--- src/rtl/keystream_serialiser_pkg.sv ---
// Shared ChaCha20 block types and the byte-ordering helpers used by the
// keystream serialiser and its block ring.
package keystream_serialiser_pkg;

   typedef logic [31:0] word_t;

   localparam int BLOCK_BYTES = 64;
   localparam int BLOCK_WORDS = 16;
   localparam int LEN_W       = 7;

   // word k lives at [k/4][k%4]; flattened, word k occupies bits [32k+31:32k]
   typedef word_t [3:0][3:0] block_t;

   typedef struct packed {
      logic [3:0] word;
      logic [1:0] lane;
   } byte_loc_t;

   // one ring slot: keystream, last-of-message flag, effective length 1..64
   typedef struct packed {
      block_t           blk;
      logic             last;
      logic [LEN_W-1:0] len;
   } slot_t;

   // stream byte b -> word b/4, little-endian byte lane b%4
   function automatic byte_loc_t byte_loc(input logic [5:0] idx);
      byte_loc_t loc;
      loc.word = idx[5:2];
      loc.lane = idx[1:0];
      return loc;
   endfunction

   function automatic logic [7:0] byte_at(input block_t blk, input logic [5:0] idx);
      byte_loc_t loc;
      loc = byte_loc(idx);
      return blk[loc.word[3:2]][loc.word[1:0]][{loc.lane, 3'b000} +: 8];
   endfunction

   // only a final block can be short; 0 and anything past 64 mean a full block
   function automatic logic [LEN_W-1:0] eff_len(input logic last, input logic [LEN_W-1:0] len);
      if (!last || len == '0 || len > LEN_W'(BLOCK_BYTES))
         return LEN_W'(BLOCK_BYTES);
      return len;
   endfunction

endpackage

--- src/rtl/keystream_serialiser_ring.sv ---
// ks_block_ring: NUM_BLOCKS-deep slot store for whole keystream blocks.
// Exposes the head slot and the one behind it so the serialiser can start
// the next block without a bubble.
// Optional: KEYSTREAM_SERIALISER_ZEROISE_EN clears a slot as it retires.
module ks_block_ring
   import keystream_serialiser_pkg::*;
#(
   parameter int NUM_BLOCKS = 2,
   parameter int CNT_W      = $clog2(NUM_BLOCKS + 1)
) (
   input  logic             clk,
   input  logic             rst,
   input  logic             wr_en,
   input  slot_t            wr_slot,
   input  logic             rd_en,
   output slot_t            rd_slot,
   output slot_t            nx_slot,
   output logic [CNT_W-1:0] count,
   output logic             full,
   output logic             empty
);

   localparam int PTR_W = (NUM_BLOCKS > 1) ? $clog2(NUM_BLOCKS) : 1;

   slot_t            mem [NUM_BLOCKS];
   logic [PTR_W-1:0] wr_ptr, rd_ptr, nx_ptr;

   function automatic logic [PTR_W-1:0] ptr_inc(input logic [PTR_W-1:0] p);
      if (p == PTR_W'(NUM_BLOCKS - 1))
         return '0;
      return p + PTR_W'(1);
   endfunction

   assign nx_ptr  = ptr_inc(rd_ptr);
   assign rd_slot = mem[rd_ptr];
   assign nx_slot = mem[nx_ptr];
   assign full    = (count == CNT_W'(NUM_BLOCKS));
   assign empty   = (count == '0);

   // pointers and occupancy; writes are gated by !full and reads by !empty upstream
   always_ff @(posedge clk) begin
      if (rst) begin
         wr_ptr <= '0;
         rd_ptr <= '0;
         count  <= '0;
      end else begin
         if (wr_en) wr_ptr <= ptr_inc(wr_ptr);
         if (rd_en) rd_ptr <= nx_ptr;
         case ({wr_en, rd_en})
            2'b10:   count <= count + CNT_W'(1);
            2'b01:   count <= count - CNT_W'(1);
            default: count <= count;
         endcase
      end
   end

   // slot storage; write and retire never target the same slot in one cycle
   always_ff @(posedge clk) begin
      if (wr_en) mem[wr_ptr] <= wr_slot;
`ifdef KEYSTREAM_SERIALISER_ZEROISE_EN
      if (rd_en) mem[rd_ptr] <= '0;
`endif
   end

endmodule

--- src/rtl/keystream_serialiser.sv ---
// keystream_serialiser: buffers whole ChaCha20 keystream blocks and streams
// them out OUT_BYTES per beat in RFC 8439 byte order, with keep/last for a
// truncated final block. Output beat registers give 1-cycle latency from an
// accept into an empty buffer and no bubble between stored blocks.
// Optional: KEYSTREAM_SERIALISER_ZEROISE_EN zeroes retired slots, masked
// lanes and out_data while idle.
module keystream_serialiser
   import keystream_serialiser_pkg::*;
#(
   parameter int OUT_BYTES  = 4,
   parameter int NUM_BLOCKS = 2,
   parameter int CNT_W      = $clog2(NUM_BLOCKS + 1)
) (
   input  logic                   clk,
   input  logic                   rst,
   input  logic                   in_valid,
   output logic                   in_ready,
   input  block_t                 in_block,
   input  logic                   in_last,
   input  logic [6:0]             in_len,
   output logic                   out_valid,
   input  logic                   out_ready,
   output logic [8*OUT_BYTES-1:0] out_data,
   output logic [OUT_BYTES-1:0]   out_keep,
   output logic                   out_last,
   output logic                   full,
   output logic                   empty,
   output logic [CNT_W-1:0]       count
);

   localparam int OB_SH = $clog2(OUT_BYTES);
   localparam int DW    = 8 * OUT_BYTES;

   typedef struct packed {
      logic [DW-1:0]        data;
      logic [OUT_BYTES-1:0] keep;
      logic                 last;
   } beat_t;

   typedef enum logic [1:0] {IDLE, LOAD_OUT, WAIT} state_e;

   state_e     state;
   logic [5:0] beat;
   slot_t      in_slot, rd_slot, nx_slot, src;
   logic       accept, xfer, final_beat, retire, ld;
   logic [5:0] ld_beat;
   beat_t      nxt;

   function automatic logic [5:0] last_beat(input logic [6:0] len);
      logic [6:0] lm1;
      lm1 = len - 7'd1;
      return lm1[5:0] >> OB_SH;
   endfunction

   // lane n of beat bt carries stream byte bt*OUT_BYTES+n
   function automatic beat_t fmt(input slot_t s, input logic [5:0] bt);
      beat_t      b;
      logic       fin;
      logic [6:0] rem;
      fin    = (bt == last_beat(s.len));
      rem    = s.len & 7'(OUT_BYTES - 1);
      b.last = s.last & fin;
      b.data = '0;
      b.keep = '0;
      for (int n = 0; n < OUT_BYTES; n++) begin
         b.keep[n]        = !(fin && rem != '0) || (n < int'(rem));
         b.data[8*n +: 8] = byte_at(s.blk, 6'(int'(bt) * OUT_BYTES + n));
`ifdef KEYSTREAM_SERIALISER_ZEROISE_EN
         if (!b.keep[n]) b.data[8*n +: 8] = 8'h00;
`endif
      end
      return b;
   endfunction

   assign in_ready   = !full;
   assign accept     = in_valid & in_ready;
   assign xfer       = out_valid & out_ready;
   assign final_beat = (beat == last_beat(rd_slot.len));
   assign retire     = xfer & final_beat;

   assign in_slot.blk  = in_block;
   assign in_slot.last = in_last;
   assign in_slot.len  = eff_len(in_last, in_len);

   ks_block_ring #(
      .NUM_BLOCKS (NUM_BLOCKS),
      .CNT_W      (CNT_W)
   ) u_ring (
      .clk     (clk),
      .rst     (rst),
      .wr_en   (accept),
      .wr_slot (in_slot),
      .rd_en   (retire),
      .rd_slot (rd_slot),
      .nx_slot (nx_slot),
      .count   (count),
      .full    (full),
      .empty   (empty)
   );

   // choose the beat to present next: same block, next stored block, or a
   // block arriving this cycle (bypassed so the ring write latency is hidden)
   always_comb begin
      ld      = 1'b0;
      ld_beat = '0;
      src     = rd_slot;
      if (state == IDLE) begin
         if (!empty) begin
            ld = 1'b1;
         end else if (accept) begin
            ld  = 1'b1;
            src = in_slot;
         end
      end else if (xfer) begin
         if (!final_beat) begin
            ld      = 1'b1;
            ld_beat = beat + 6'd1;
         end else if (count > CNT_W'(1)) begin
            ld  = 1'b1;
            src = nx_slot;
         end else if (accept) begin
            ld  = 1'b1;
            src = in_slot;
         end
      end
   end

   assign nxt = fmt(src, ld_beat);

   // control FSM with registered output beat; holds stable while stalled
   always_ff @(posedge clk) begin
      if (rst) begin
         state     <= IDLE;
         beat      <= '0;
         out_valid <= 1'b0;
         out_data  <= '0;
         out_keep  <= '0;
         out_last  <= 1'b0;
      end else begin
         case (state)
            IDLE: begin
               if (ld) begin
                  state     <= LOAD_OUT;
                  beat      <= ld_beat;
                  out_valid <= 1'b1;
                  out_data  <= nxt.data;
                  out_keep  <= nxt.keep;
                  out_last  <= nxt.last;
               end
            end
            default: begin
               if (ld) begin
                  state     <= LOAD_OUT;
                  beat      <= ld_beat;
                  out_valid <= 1'b1;
                  out_data  <= nxt.data;
                  out_keep  <= nxt.keep;
                  out_last  <= nxt.last;
               end else if (xfer) begin
                  state     <= IDLE;
                  beat      <= '0;
                  out_valid <= 1'b0;
                  out_keep  <= '0;
                  out_last  <= 1'b0;
`ifdef KEYSTREAM_SERIALISER_ZEROISE_EN
                  out_data  <= '0;
`endif
               end else begin
                  state <= WAIT;
               end
            end
         endcase
      end
   end

endmodule

--- config.mk ---
export PLATFORM = sky130hd
export DESIGN_NAME = keystream_serialiser
export DESIGN_NICKNAME = d
export VERILOG_FILES = /design/src/rtl/keystream_serialiser_pkg.sv /design/src/rtl/keystream_serialiser_ring.sv /design/src/rtl/keystream_serialiser.sv
export SDC_FILE = /design/constraint.sdc
export NUM_CORES = 2
export LEC_CHECK = 0
export BUFFER_PORTS_ARGS = -buffer_cell sky130_fd_sc_hd__buf_2
export CORE_MARGIN = 10
export CORE_UTILIZATION = 59
export DETAILED_ROUTE_END_ITERATION = 6
export PLACE_DENSITY_LB_ADDON = 0.1
export SETUP_SLACK_MARGIN = 0.02
export SLEW_MARGIN = 25
export SYNTH_ARGS = -nofsm -noshare
export SYNTH_HDL_FRONTEND = slang
export SYNTH_SLANG_ARGS = --single-unit
--- constraint.sdc ---
create_clock -name clk -period 34.3 [get_ports clk]
set_input_delay 6.86 -clock clk [delete_from_list [all_inputs] [get_ports clk]]
set_output_delay 6.86 -clock clk [all_outputs]
set_load 0.02 [all_outputs]
# Word-level counts from Yosys, hierarchy flattened
# Memory sizes are Yosys's and may differ from the RTL's. A register that Yosys moved wholly into a read port is not among the register bits.
# Cells that the tools add are included.
[word_totals] latch_bits=0 romBits=0 out_inout_bits=43 register_bits=50 memories=1 mem_bits_rw=1040
[memory_table] name="u_ring.mem" depth=2 width=520 rd=2 rd_clocked_by_memory_dff=1 write_ports=1 line_no="keystream_serialiser_ring.sv:25" source="slot_t mem [NUM_BLOCKS];"
[classes] magnitude_cmp=14 add_sub_neg=10 n_bitwise=4 eq_ne=6 n_mul=0 div=0 mux=65 n_shift=3 n_reduce_logical=17
[op_table] cell="$mux W520" count=6
[op_table] cell="$bmux W128 S2" count=4
[op_table] cell="$mux W128" count=4
[op_table] cell="$bmux W32 S2" count=4
[op_table] cell="$mux W32" count=3
[op_table] cell="$shiftx A32 B6 Y8" count=3
[op_table] cell="$mux W6" count=7
[op_table] cell="$mux W1" count=25
[op_table] cell="$lt A2 B3 Y1 const B" count=8
[op_table] cell="$mux W4" count=4
[op_table] cell="$mux W7" count=2
[op_table] cell="$add A6 B1 Y6 const B" count=2
[op_table] cell="$add A6 B2 Y6 const B" count=2
[op_table] cell="$eq A6 B4 Y1" count=2
[op_table] cell="$sub A6 B1 Y6 const B" count=2
[op_table] cell="$mux W2" count=4
[op_table] cell="$mux W8" count=1
[op_table] cell="$gt A7 B7 Y1 const B" count=1
[op_table] cell="$logic_not A7 Y1" count=1
[op_table] cell="$reduce_bool A7 Y1" count=1
[op_table] cell="$logic_or A1 B1 Y1" count=6
[op_table] cell="$and A1 B1 Y1" count=4
[op_table] cell="$eq A2 B2 Y1 const B" count=2
[op_table] cell="$logic_not A2 Y1" count=2
[op_table] cell="other kinds (13)" count=19

# Depth between registers and ports, before layout
[logic_depth] ltp_word=17 mapped_depth=17 mapped_depth_nobuf=14

# Hierarchy
# From an unflattened synthesis, not the netlist that was laid out.
[unflattened] cells_unflattened=4258 area_unflattened_um2=56208.9
[by_module_without_submodules] mod="ks_block_ring" area_each_um2=44408.8 seq_area_each_um2=31330.0 cells_per_inst=2218 n_inst=1
[by_module_without_submodules] mod="keystream_serialiser" area_each_um2=11800.1 seq_area_each_um2=920.9 cells_per_inst=2040 n_inst=1

# Least setup slack after synthesis
# OpenSTA, ideal clock, no wires.
[synth_path] kind="input -> register" from="input in_valid" to="memory u_ring.mem[0][0] in the netlist's numbering (enable)" required_time_ps=32884 setup_time_ps=1416 path_slack_ps=3840 arrival_time_ps=29043 cell_stages=5 path_cell_list="nor2b_1 clkbuf_1 inv_1 buf_1 nor2_1"
[synth_between] elab_chain_cells=3
[synth_lines] item="start: declaration" line_no="keystream_serialiser.sv:16" source="input logic in_valid,"
[synth_lines] item="$and A1 B1 Y1" line_no="keystream_serialiser.sv:76" source="assign accept = in_valid & in_ready;"
[synth_lines] item="$mux W1" line_no="keystream_serialiser_ring.sv:59" source="if (wr_en) mem[wr_ptr] <= wr_slot;"
[synth_lines] item="$mux W1 (not written as such)" line_no="keystream_serialiser_ring.sv:59"
[synth_lines] item="end: declaration" line_no="keystream_serialiser_ring.sv:25"
# Every way passes these cells.

# Worst setup path in the final report
[layout_path] from="input in_valid" to="memory u_ring.mem[0][274] in the netlist's numbering (enable)"
# The elaborated chain is that of the path after synthesis.

==> metrics.md <==
| Metric | Value |
|---|---|
| IR Drop Worst-Case VDD | `around 0.066 mV` |
| Hold Slack | `0.508 ns` |
| Number of slew-limit violations in the final report | `0` |
| Portion of the clock cycle consumed by the worst path in the final layout | `roughly a third` |
| Avg Inst Size Synth | `about 14 um2` |
| Post-cts sizing count | `0` |
| Endpoints failing setup | `0` |
| Post-CTS Hold Fix Bufs | `0` |
| Final HPWL from detailed placement | `~110,000 um` |
| Worst Clk Skew | `about 0.024 ns` |
| Final wirelength | `between 150,000 and 200,000 um` |
| Count of synthesis-stage warnings from yosys | `0` |
| Cell Pwr Density | `~64 nW/um2` |
| Final hold vios | `0` |
| Number of inserted filler cells in the final layout | `slightly above 6,000` |
| Number of detailed-route iterations in the first pass | `7` |
| Reg2Reg Setup Slack | `27.84 ns` |
| Post-synthesis register bit count | `roughly 1,100` |
| Dominant cell by count in the synthesized netlist | `edfxtp_1` |
| Cell count after synthesis | `around 3,700` |
| Max Clock Freq | `around 83 MHz` |
| Total global routing overflow | `0` |
| Arrival time reported for the critical path endpoint | `between 10 and 15 ns` |
| Reg2reg start | `u_ring.count[0]$_SDFFE_PP0P_` |
| Sequential fraction of the synthesis area | `a little under two thirds` |
| Outcome | `finished with violations` |
| Predominant post-synthesis flop cell | `edfxtp_1` |
| Required time at the endpoint of the critical path | `34.60 ns` |
| Final net count | `approximately 4,600` |
| Sum of buffers and inverters on the critical path | `6` |
| Placed insts | `5,146` |
| Number of nets with antenna violations after routing | `0` |
| Critical Path Start | `in_valid` |
| Cell Chain, Critical Path | `buf_2 > nor2b_1 > inv_1 > nor2_4 > buf_4 > buf_4 > buf_4 > buf_4` |
| Non-filler instance count after layout | `around 5,400` |
| Number of synthesized flops with an enable pin | `slightly above 1,000` |
| Crit path time final | `12.04 ns` |
| Setup repair after global routing missed its margin | `no` |
| Synthesized area | `around 50,000 um2` |
| Worst-path maximum fanout | `67` |
| Std-Cell Rows | `between 100 and 150` |
| Clock insertion delay at the later pin of the skew report | `roughly 0.68 ns` |
| Top cell type by total area after synthesis | `edfxtp_1` |
| Area of the multi-input gates | `approximately 17,000 um2` |
| # port buffers | `about 570` |
| Capturing element type of the critical path | `flip-flop` |
| Chip width | `approximately 310 um` |
| Deepest clock path buffer count | `3` |
| Leakage | `roughly 19 nW` |
| Share of cells above drive strength 1 | `between 20% and 30%` |
| Number of global-route vias before repair | `approximately 35,000` |
| Via count | `about 37,000` |
| Number of buffers added by the clock tree synthesis step | `111` |
| Gate family responsible for the most delay along the worst path | `buffers and inverters` |
| Iter 0 DRT Violations | `just over 5,000` |
| Cell with the most instances on the worst path | `buf_4` |
| Max Cap Viol | `0` |
| Worst-case headroom to the max-slew limit | `between 20% and 30%` |
| Gp weighted congestion | `0.884` |
| Distinct cell type count after synthesis | `74` |
| Total number of clock tree sinks | `1,089` |
| Root Driver | `clkbuf_16` |
| Number of antenna violations at the first check in global routing | `roughly 100` |
| Global-route wire length before repair | `~240,000 um` |
| Failing checks | `DRC` |
| Setup TNS | `0 ns` |
| Sequential Area | `~32,000 um2` |
| Final Total Pwr | `about 3.7 mW` |
| Core ar. | `approximately 85,000 um2` |
| Worst hold path startpoint | `out_data[16]$_SDFFE_PP0P_` |
| Clock tree from TritonCTS | `yes` |
| Combined global-route utilization of all metal layers | `between 30% and 40%` |
| Classification of the worst setup path | `input port to flip-flop` |
| Count of buffers added by post-CTS timing repair for setup | `0` |
| Slowest cell on crit path | `buf_4` |
| Per-cell via count in the routed design | `~7` |
| Die Footprint | `just under 100,000 um2` |
| Area share of the leading cell type in the synthesized netlist | `about three fifths` |
| Worst min-delay path category | `flip-flop to flip-flop` |
| Initial core utilization | `about three fifths` |
| Height of the die | `312 um` |
| Share of synthesized flip-flops with an asynchronous set or reset | `0%` |
| Drc violations | `2` |
| Area contributors post-synth | `edfxtp_1 62%, mux2i_1 8.3%, mux4_2 3.3%, o22ai_1 2.8%, mux2_2 2.8%` |
| CP Launch Type | `input port` |
| Tightest Pin Transition | `about 1.1 ns` |
| Number of nets in the synthesized netlist | `roughly 4,200` |
| IO Pins | `~570` |
| CTS H-Tree Depth | `3` |
| Area delta synth->final | `15.0%` |
| Slowest stage delay, CP | `between 0.9 and 1 ns` |
| Wire per inst | `~31 um` |
| Synth cell count leaders | `1,038 x edfxtp_1, 418 x mux2i_1, 229 x o22ai_1, 228 x a21oi_1, 202 x clkbuf_1` |
| Maximum number of pins on one net before global-route repair | `between 150 and 200` |
| Clock edge transition at the registers on the reported setup and hold paths | `about 0.060 ns` |
[routing by layer]
layer / vias up / wire length, um / global-route usage, %
met5: - / 433 / 0
met4: 68 / 6490 / 14.0
met3: 430 / 21900 / 10.7
met2: 2548 / 76400 / 49.1
met1: 18300 / 61700 / 43.6
li1: 15800 / - / -
[kinds of logic after synthesis]
family	synth area share [%]
DFF	63.9
AOI/OAI and AO/OA	13.1
muxes	14.4
and+or+nand+nor	5.64
buffers and inverters	2.55
xor gates and xnor gates	0.278
adders and majority gates	0.124
[flip-flops by register name, indices dropped and copies added (netlist names), named ones only]
signal and flops:
out_keep 4, u_ring.mem 1038, beat 6, u_ring.rd_ptr 1, out_data 32, u_ring.wr_ptr 1, out_valid 1, u_ring.count 2
state 2, out_last 1
[worst register-to-register path, delay by kind of cell, from the launching register on]
family | cells | cell delay, ns
adders and majority gates | 1 | 0.22
and+or+nand+nor | 2 | 1.27
buffers and inverters | 6 | 4.17
DFF | 1 | 0.39
[report_power, final]
part           total [mW]  internal, mW  switching, mW
Sequential           1.68          1.63         0.0528
Combinational       0.784         0.244          0.539
Clock                1.22         0.711          0.507
[cell type report]
cell class | instances | area share [%]
inverter | 8 | 0.0562
clock buffer | 134 | 5.12
antenna | 65 | 0.281
tap | 1144 | 2.47
clock inverter | 74 | 1.21
sequential | 1089 | 55.6
timing repair buffer | 633 | 5.88
multi-input combinational | 2272 | 29.4
[final timing paths]
path / to / depth (start not counted)
worst max-delay path: u_ring.mem[0][274]$_DFFE_PP_ / 8
worst min register to register: out_data[16]$_SDFFE_PP0P_ / 2
worst max register to register: u_ring.mem[0][274]$_DFFE_PP_ / 9
worst min-delay path: out_data[16]$_SDFFE_PP0P_ / 2
[cell usage in the layout, fill, tap and decap left out, drive strengths merged, types with 7 or more instances in the layout]
cell type and instances:
and2 10, inv 10, xor2 10, o22ai 229
clkinv 53, mux2 125, clkbuf 134, bufinv 13
nor2b 14, a211oi 95, diode 65, and3 20
a221oi 54, a22oi 47, mux2i 418, buf 633
dfxtp 51, nand3 30, edfxtp 1038, or3 7
a31oi 37, mux4 74, nor2 198, nor4 10
nand4 69, nand2 184, a211o 9, o221ai 39
a21oi 229, o21bai 19, a2111oi 10, o31ai 8
o21ai 150, o211ai 51, nor3 55, a32o 8
[stage by stage]
stage | area, um2 | util, % | worst slack [ns]
CTS | 57700 | 68.0 | 22.36
finish | 57900 | 68.2 | 22.26
global placement | 54100 | 63.7 | 21.73
floorplan | 50400 | - | 3.84
detailed placement | 54100 | 63.7 | 21.65
global route | 57900 | 68.2 | 22.01
Note: power is estimated with default switching activity, not from simulation.
